## src/rtl/uart_io_ctrl.sv

```systemverilog
// UART I/O controller: CPU-facing TX/RX byte FIFOs with status registers.
// Ports: clk, rst (async active-low), re/we/sel/wdata/rdata CPU register port,
//   uart_din/_valid/_ready TX handshake, uart_dout/_valid/_ready RX handshake.
module uart_io_ctrl #(
  parameter int TX_DEPTH = 8,
  parameter int RX_DEPTH = 8
) (
  input  logic        clk,
  input  logic        rst,
  input  logic        re,
  input  logic        we,
  input  logic [1:0]  sel,
  input  logic [7:0]  wdata,
  output logic [31:0] rdata,
  output logic [7:0]  uart_din,
  output logic        uart_din_valid,
  input  logic        uart_din_ready,
  input  logic [7:0]  uart_dout,
  input  logic        uart_dout_valid,
  output logic        uart_dout_ready
);

  localparam int TAW = (TX_DEPTH > 1) ? $clog2(TX_DEPTH) : 1;
  localparam int RAW = (RX_DEPTH > 1) ? $clog2(RX_DEPTH) : 1;
  localparam logic [4:0] TX_FULL = 5'(TX_DEPTH);
  localparam logic [4:0] RX_FULL = 5'(RX_DEPTH);

  // register decode
  logic sel_txs, sel_rxs, sel_rxd, sel_txd;
  assign sel_txs = (sel == 2'b00);
  assign sel_rxs = (sel == 2'b01);
  assign sel_rxd = (sel == 2'b10);
  assign sel_txd = (sel == 2'b11);

  // TX FIFO state
  logic [7:0]     tx_mem [TX_DEPTH];
  logic [TAW-1:0] tx_wptr_q, tx_wptr_d;
  logic [TAW-1:0] tx_rptr_q, tx_rptr_d;
  logic [4:0]     tx_cnt_q, tx_cnt_d;
  logic           tx_drop_q, tx_drop_d;

  // RX FIFO state
  logic [7:0]     rx_mem [RX_DEPTH];
  logic [RAW-1:0] rx_wptr_q, rx_wptr_d;
  logic [RAW-1:0] rx_rptr_q, rx_rptr_d;
  logic [4:0]     rx_cnt_q, rx_cnt_d;
  logic           rx_ovr_q, rx_ovr_d;
  logic [7:0]     drop_cnt_q, drop_cnt_d;

  logic [31:0]    rdata_q, rdata_d;

  logic tx_empty, tx_full, rx_empty, rx_full;
  assign tx_empty = (tx_cnt_q == 5'd0);
  assign tx_full  = (tx_cnt_q == TX_FULL);
  assign rx_empty = (rx_cnt_q == 5'd0);
  assign rx_full  = (rx_cnt_q == RX_FULL);

  // heads are gated so stale memory never leaks out after reset
  logic [7:0] tx_head, rx_head;
  assign tx_head = tx_empty ? 8'h00 : tx_mem[tx_rptr_q];
  assign rx_head = rx_empty ? 8'h00 : rx_mem[rx_rptr_q];

  assign uart_din        = tx_head;
  assign uart_din_valid  = !tx_empty;
  assign uart_dout_ready = rst;

  // a pop frees a slot in the same cycle, so full+pop still accepts a push
  logic tx_pop, tx_req, tx_push, tx_lost, tx_clr;
  assign tx_pop  = uart_din_valid & uart_din_ready;
  assign tx_req  = we & sel_txd;
  assign tx_push = tx_req & (!tx_full | tx_pop);
  assign tx_lost = tx_req & !tx_push;
  assign tx_clr  = we & sel_txs & wdata[0];

  logic rx_pop, rx_push, rx_lost, rx_clr;
  assign rx_pop  = re & sel_rxd & !rx_empty;
  assign rx_push = uart_dout_valid & (!rx_full | rx_pop);
  assign rx_lost = uart_dout_valid & !rx_push;
  assign rx_clr  = we & sel_rxs & wdata[0];

  // TX next state
  always_comb begin
    tx_wptr_d = tx_wptr_q;
    tx_rptr_d = tx_rptr_q;
    tx_cnt_d  = tx_cnt_q;
    tx_drop_d = tx_drop_q;
    if (tx_push) tx_wptr_d = tx_wptr_q + 1'b1;
    if (tx_pop)  tx_rptr_d = tx_rptr_q + 1'b1;
    if (tx_push && !tx_pop)      tx_cnt_d = tx_cnt_q + 5'd1;
    else if (!tx_push && tx_pop) tx_cnt_d = tx_cnt_q - 5'd1;
    // set beats clear
    if (tx_lost)     tx_drop_d = 1'b1;
    else if (tx_clr) tx_drop_d = 1'b0;
  end

  // RX next state
  always_comb begin
    rx_wptr_d  = rx_wptr_q;
    rx_rptr_d  = rx_rptr_q;
    rx_cnt_d   = rx_cnt_q;
    rx_ovr_d   = rx_ovr_q;
    drop_cnt_d = drop_cnt_q;
    if (rx_push) rx_wptr_d = rx_wptr_q + 1'b1;
    if (rx_pop)  rx_rptr_d = rx_rptr_q + 1'b1;
    if (rx_push && !rx_pop)      rx_cnt_d = rx_cnt_q + 5'd1;
    else if (!rx_push && rx_pop) rx_cnt_d = rx_cnt_q - 5'd1;
    if (rx_lost) begin
      rx_ovr_d = 1'b1;
      if (rx_clr)                  drop_cnt_d = 8'd1;
      else if (drop_cnt_q != 8'hFF) drop_cnt_d = drop_cnt_q + 8'd1;
    end else if (rx_clr) begin
      rx_ovr_d   = 1'b0;
      drop_cnt_d = 8'd0;
    end
  end

  // read mux; status reflects the pre-edge state
  always_comb begin
    rdata_d = rdata_q;
    if (re) begin
      unique case (1'b1)
        sel_txs: rdata_d = {15'b0, tx_drop_q, 3'b0, tx_cnt_q,
                            6'b0, tx_empty, !tx_full};
        sel_rxs: rdata_d = {drop_cnt_q, 7'b0, rx_ovr_q, 3'b0,
                            rx_cnt_q, 7'b0, !rx_empty};
        sel_rxd: rdata_d = {24'b0, rx_head};
        sel_txd: rdata_d = 32'b0;
        default: rdata_d = 32'b0;
      endcase
    end
  end

  always_ff @(posedge clk or negedge rst) begin
    if (!rst) begin
      tx_wptr_q  <= '0;
      tx_rptr_q  <= '0;
      tx_cnt_q   <= '0;
      tx_drop_q  <= 1'b0;
      rx_wptr_q  <= '0;
      rx_rptr_q  <= '0;
      rx_cnt_q   <= '0;
      rx_ovr_q   <= 1'b0;
      drop_cnt_q <= '0;
      rdata_q    <= '0;
    end else begin
      tx_wptr_q  <= tx_wptr_d;
      tx_rptr_q  <= tx_rptr_d;
      tx_cnt_q   <= tx_cnt_d;
      tx_drop_q  <= tx_drop_d;
      rx_wptr_q  <= rx_wptr_d;
      rx_rptr_q  <= rx_rptr_d;
      rx_cnt_q   <= rx_cnt_d;
      rx_ovr_q   <= rx_ovr_d;
      drop_cnt_q <= drop_cnt_d;
      rdata_q    <= rdata_d;
    end
  end

  // storage needs no reset: counts gate every read
  always_ff @(posedge clk) begin
    if (tx_push) tx_mem[tx_wptr_q] <= wdata;
    if (rx_push) rx_mem[rx_wptr_q] <= uart_dout;
  end

  assign rdata = rdata_q;

endmodule

```

## config.mk

```make
export PLATFORM = sky130hd
export DESIGN_NAME = uart_io_ctrl
export DESIGN_NICKNAME = d
export VERILOG_FILES = /design/src/rtl/uart_io_ctrl.sv
export SDC_FILE = /design/constraint.sdc
export NUM_CORES = 1
export LEC_CHECK = 0
export CORE_UTILIZATION = 62
export DETAILED_ROUTE_END_ITERATION = 6
export PLACE_DENSITY_LB_ADDON = 0.15
export SYNTH_ARGS = -nofsm -noshare
export SYNTH_HDL_FRONTEND = slang
export SYNTH_SLANG_ARGS = --single-unit
```

## constraint.sdc

```tcl
create_clock -name clk -period 5.6 [get_ports clk]
set_input_delay 1.4 -clock clk [delete_from_list [all_inputs] [get_ports clk]]
set_output_delay 1.4 -clock clk [all_outputs]
set_load 0.01 [all_outputs]
```

==> results.cfg <==
[yosys]
yosysUniqueCellTypes = 53
yosys_warnings = 0
yosys_register_bits = 182
synthAdderAreaFrac_pct = 2.61
synthTopCellsByCount = 128 x edfxtp_1, 54 x dfrtp_1, 34 x nand2_1, 32 x mux4_2, 28 x inv_1
ys_seq_area_share_pct = 67.0
synth_simple_gate_area_share_pct = 6.68
synth_top_family_by_area = multiplexers
synth_xor_area_share_pct = 1.58
ys.flop_type = edfxtp_1
yosysTopAreaCellShare_pct = 49.6
muxShareOfSynthArea_pct = 13.0
synth-async-reset-ratio_pct = 29.7
synth_compound_area_share_pct = 5.45
synthesis.instances = 497
yosysTopAreaCell = edfxtp_1
synth_area_um2 = 7750
synthTopCellsByArea = edfxtp_1 50%, dfrtp_1 17%, mux4_2 9.3%
synth_edf_count = 128
yosysMostFrequentCell = edfxtp_1
avgSynthCellArea_um2 = 15.6

[cts]
clkTransAtPathRegs_ns = 0.07
clock_latency_ns = 0.42
cts_sinks = 182
htreeDepth = 4
root_buffer = clkbuf_16
cts_setup_buffers = 0
cts_buffers = 17
cts_hold_buf = 0
cts_tree = yes
post_cts_resize_count = 0
clk_path_buf_depth = 2

[global_routing]
grt_overflow = 0
grt_pass1_vias = 4502
track_usage_pct = 25.5
grt_pass1_wl_mm = 23.8
antenna_found_initial = 0
grt_max_degree = 55

[floorplan]
initial_utilization_pct = 64.0
chipHeight_um = 114
ios = 66
rows = 40
core_area_um2 = 12100
die_area_um2 = 13000
die_x_um = 114

[finish]
n_antenna_cell = 0
post-route-cell-area_um2 = 9090
drive_gt1_share_pct = 15.8
fillCellCount = 775
layout.nets = 602
seqCellArea_um2 = 5190
area_delta_synth_final_pct = 17.3
multi_input_area_um2 = 2310
layout.cells.non_filler = 744

[run]
cap_violations = 0

[critical_path]
arrival_ns = 3.03
path_class = flip-flop to primary output
crit_slowest_cell = nor2b_1
critPathLaunch = tx_cnt_q[2]
cp.required_ns = 4.20
r2r-start = tx_cnt_q[2]
start_kind = flip-flop
cp-end-kind = primary output
path_cells = nor4_2 -> nor2b_1 -> inv_1 -> clkdlybuf4s50_1
crit_path_max_fanout = 10
max_stage_delay_ns = 0.93

[pwr]
p_leak_uw = 0.00328
powerDensity_nw_per_um2 = 473
ir_drop_uv = 319
total_power_uw = 4300

[placement]
dpl_cell_area_um2 = 8490
hpwlAfterDp_mm = 10.0
dp_cells = 712
portBuffers = 55
place.gp.congestion = 0.828
dp_slack_ns = 1.08

[timing]
setup_violations = 0
timing.fmax_mhz = 226
worstMarginPinSlew_ns = 1.11
tns_ns = 0
rsz0062_at_grt = false
min_period_over_period_pct = 79.0
hold_viol_final = 0
drv_slew = 0
worst_slack_ns = 1.17
fin_skew_ns = 0.00779
period_needed_ns = 4.43
slew-limit-headroom_pct = 26.0

[detailed_routing]
drc = 0
ant_nets = 0
route.met2.wl_mm = 7.59
vias_per_cell = 5.97
drt-met1-wl_mm = 6.53
dr_wl_met3_um = 787
drt_iter0_drc = 283
top_layer = met4
vias = 4445
wl_per_cell_um = 20.2
first_pass_iters = 5
wl_mm = 15.1

[status]
status = complete, no violations

[worst_hold_path]
hp-class = flip-flop to flip-flop
min_from = rx_ovr_q
-- metrics by stage --
stage	hold slack (ns)	utilization, %
after floorplan	0.447	-
final	0.502	75.1
after CTS	0.499	75.1
after global routing	0.529	75.1
after global placement	0.461	70.1
after detailed placement	0.477	70.1
-- path summary, 6_finish.rpt --
check,end,cells past startpoint,slack (ns)
setup / recovery,uart_din_valid,4,1.17
hold / removal,rx_ovr_q,2,0.50
setup reg to reg,tx_cnt_q[4],10,1.59
hold reg to reg,rx_ovr_q,2,0.50
max in group asynchronous,rdata[12],2,3.91
min in group asynchronous,rdata[31],2,1.22
-- final cells by class --
type                            instances  area share, %
Sequential cell                       182           57.1
Multi-Input combinational cell        262           25.4
Timing Repair Buffer                   71           7.32
Clock buffer                           17           4.68
Tap cell                              168           2.31
Clock inverter                         15           1.97
Inverter                               29           1.20
-- report_power, final --
| group | total, µW | internal (µW) | switching, µW | leakage [µW] |
|---|---|---|---|---|
| logic | 1120 | 657 | 467 | 0.00114 |
| clock network | 1200 | 704 | 493 | 0.000286 |
| registers | 1980 | 1650 | 331 | 0.00186 |
-- registers in the layout (all words and copies together) (netlist names) --
register	count
rx_mem	64
rdata	22
rx_rptr_q	3
tx_rptr_q	3
rx_wptr_q	3
tx_cnt_q	5
rx_ovr_q	1
tx_drop_q	1
tx_mem	64
rx_cnt_q	5
tx_wptr_q	3
drop_cnt_q	8
-- cell families (layout without fill, tap and decap cells) --
| kind of cell | count (synthesis) | after routing |
|---|---|---|
| and+or+nand+nor | 100 | 100 |
| xor gates and xnor gates | 14 | 14 |
| adders and majority gates | 15 | 15 |
| AOI/OAI and AO/OA | 63 | 63 |
| buffers and inverters | 62 | 132 |
| DFF | 182 | 182 |
| other | 1 | 10 |
| muxes | 60 | 60 |
-- per-layer routing --
metal	global-route usage [%]	up-vias
met5	0	-
met4	7.71	0
met3	5.31	13
met2	40.8	134
met1	35.9	2276
li1	-	2022
-- cells in the final DEF (no fill, tap or decap), drive strengths merged, types with 6 or more instances in the layout --
master	count
conb	10
o21ai	7
clkbuf	17
mux4	32
inv	31
edfxtp	128
clkdlybuf4s50	54
dfrtp	54
nor2	19
mux2i	23
buf	17
a21oi	9
nand2	34
clkinv	6
nor3	13
ha	13
xnor2	10
o22ai	20
-- worst max-delay path: cells and delay by family, from the launching register on --
| kind | cells | cell delay [ns] |
|---|---|---|
| AND/OR/NAND/NOR | 2 | 1.40 |
| buffers and inverters | 2 | 0.78 |
| flip-flops | 1 | 0.43 |
Power figures use the tool's default switching activity.
==> patch, RTL diff (same flow settings) <==
The parameter `RX_DEPTH` goes from 8 to 16.
--- a/src/rtl/uart_io_ctrl.sv
+++ b/src/rtl/uart_io_ctrl.sv
@@ -3,7 +3,7 @@
 //   uart_din/_valid/_ready TX handshake, uart_dout/_valid/_ready RX handshake.
 module uart_io_ctrl #(
   parameter int TX_DEPTH = 8,
-  parameter int RX_DEPTH = 8
+  parameter int RX_DEPTH = 16
 ) (
   input  logic        clk,
   input  logic        rst,
Behaviour: same outputs for any inputs over 4 cycles, from zero or initial values and one cycle with rst low; that may be too few to reach the edited logic, so the function may still have changed.
==> patch against the unedited design <==
Sequential cell count is 66 higher. Setup slack improved by 0.16 ns. Register-to-register slack improved by 0.86 ns. Via count grew 22%. Synthesized area increased by 33%. Power up 27%. Utilization fell by 1.4 points. Die area up 33%. Design area grew 30%. Wire length grew 30%. Critical path type unchanged. Critical endpoint is now uart_din[1].
==> patch: results (changes against the unedited design) <==
The run finished with clean final reports. The share of flip-flops with an asynchronous set or reset after synthesis came out at 0.226 (-0.0709). The average cell area after synthesis came out at 17.3 um2 (+11%). The cell with the biggest individual delay on the critical path is dfrtp_1. The leakage power of the design is 4.14 nW (+26%). The peak per-stage delay on the critical path is 1.01 ns (+0.08 ns). The count of input and output buffers is 55 (unchanged). The xor/xnor share of the synthesized area was 0.0144 (-0.00142).

The TritonCTS buffer count is 25 (+8). The post-CTS setup buffer count is 0 (unchanged). The all-layer global routing usage came to 0.239 (-0.0160).

In the synthesized netlist the dominant register cell turns out to be edfxtp_1. The final non-filler cell total is 895 (+20%). The arrival time at the worst endpoint came to 2.86 ns (-0.17 ns). The number of synthesis warnings is 0 (unchanged).

In this run the worst hold path is classified as register to register. The actual transition at the worst max-transition pin is 1.21 ns (+0.104 ns). The final routed DRC violation total is 0 (unchanged). The wire length of the first global-routing pass is 31200 um (+31%).

The worst vdd rail ir drop came out at 0.328 mV (+3.0%). The largest register by flop count is rx_mem. The half-perimeter wire length after placement is 12200 um (+22%).

The post-CTS resize count is 0 (unchanged). The initial DRC count came out at 383 (+35%). The sequential element share of the synthesized area came out at 0.693 (+0.0228). The number of diodes added for antenna fixing was 0 (unchanged). The final setup violation count is 0 (unchanged). The net total in the final layout was 702 (+17%). The multiplexer fraction of the synthesized cell area came out at 0.139 (+0.00883). The number of global-route vias before repair came out at 5672 (+26%).

The compound-cell area share of the yosys netlist came out at 0.0469 (-0.00761). The H-tree depth came out at 1 (-3). The placed instance count is 849 (+19%).

After synthesis, the cell types taking the most area are edfxtp_1 56%, dfrtp_1 14%, mux4_2 10%. The post-placement setup slack is 1.15 ns (+0.0722 ns). The number of fillers in the final layout came out at 991 (+28%).

The total power after layout was 5.48 mW (+27%). The worst setup slack for register-to-register paths is 2.45 ns (+0.86 ns). The post-synthesis share of cell area spent on full adders, half adders and majority gates is 0.0232 (-0.00292). The average vias per placed instance came out at 6.04 (+1.1%).

By count the netlist is led by 192 x edfxtp_1, 56 x dfrtp_1, 48 x mux4_2. The clock tree skew after final layout is 0.00785 ns (+0.0000647 ns). The clock tree root driver cell is clkbuf_16. The first-pass iteration count of the detailed router is 4 (-1).

The final worst setup slack was 1.34 ns (+0.165 ns). The average wire per standard cell is 21.8 um (+7.7%). The final estimated routing congestion in global placement came to 0.832 (+0.52%). The buffer depth of the longest clock path came to 3 (+1).

The number of antenna violations at the first check in global routing came out at 0 (unchanged). The fraction of final layout cells with drive strength greater than 1 came out at 0.159 (+0.00107). The clock-pin transition on the worst setup and hold timing paths came out at 0.06 ns. The worst-skew pair later-pin latency is 0.51 ns (+0.09 ns). The number of distinct standard cells referenced by the synthesized netlist came out at 53 (unchanged).

The largest net degree at the start of global routing is 57 (+3.6%). The largest fanout of any net on the critical path came to 18 (+8). The flip-flop count of the largest register, all copies and words added is approximately 130. The number of enable flip-flop cells after synthesis is 192 (+50%).
[patch: changes by cell type in the layout (fill, tap and decap cells not counted), moves of 12 or more]
cell	delta
mux4_2	+16
o2bb2ai_1	+14
o22ai_1	-18
inv_1	-12
edfxtp_1	+64
[patch: logic make-up (layout without fill, tap and decap cells)]
group | after synthesis | in the layout
AO/OA/AOI/OAI | 62 | 62
adder cells (fa/ha/maj) | 18 | 18
AND/OR/NAND/NOR | 117 | 117
multiplexers | 83 | 83
buffers and inverters | 53 | 124
XOR/XNOR | 17 | 17
other | 1 | 10
flip-flops | 248 | 248
[patch: report_power, final]
part	switching (mW)	internal [mW]	total [mW]
logic	0.583	0.758	1.34
registers	0.349	2.22	2.57
clock network	0.646	0.920	1.57
[patch: cell type report]
class / instances / area (um2) / area share
repair buffers: 62 / 598 / 0.0505
flip-flops and latches: 248 / 7170 / 0.606
well taps: 216 / 270 / 0.0228
clock buffers: 36 / 667 / 0.0563
inverters: 16 / 60.1 / 0.00507
multi-input cells: 307 / 2970 / 0.251
clock inverters: 10 / 101 / 0.00856
[patch: worst max-delay path: cells and delay by family (launching register included)]
family	cells	cell delay, ns
buffers and inverters	1	0.49
DFF	1	1.01
muxes	2	0.75
and+or+nand+nor	1	0.08
[patch: final timing paths]
kind	startpoint	to	cells past startpoint
worst max register to register	tx_cnt_q[1]$_DFFE_PN0P_	tx_cnt_q[4]$_DFFE_PN0P_	11
worst min register to register	rdata[26]$_DFFE_PN0P_	rdata[26]$_DFFE_PN0P_	1
worst min-delay path	rdata[26]$_DFFE_PN0P_	rdata[26]$_DFFE_PN0P_	1
min in group asynchronous	rst	tx_rptr_q[2]$_DFFE_PN0P_	2
worst max-delay path	tx_rptr_q[0]$_DFFE_PN0P_	uart_din[1]	4
max in group asynchronous	rst	rx_rptr_q[2]$_DFFE_PN0P_	2
[patch: per-stage QoR]
stage	area [um2]	hold WS, ns
2_1_floorplan	10400	0.446
3_3_place_gp	11100	0.466
3_5_place_dp	11100	0.473
4_1_cts	11800	0.489
5_1_grt	11800	0.505
6_report	11800	0.488
[patch: routing by layer]
| metal | global-route usage | routed length [um] | share of wire | vias up |
|---|---|---|---|---|
| li1 | - | - | - | 2447 |
| met2 | 0.414 | 10200 | 0.52 | 181 |
| met3 | 0.0324 | 982 | 0.050 | 35 |
| met1 | 0.313 | 7850 | 0.40 | 2742 |
| met5 | 0 | 0 | 0 | - |
| met4 | 0.0810 | 455 | 0.023 | 0 |
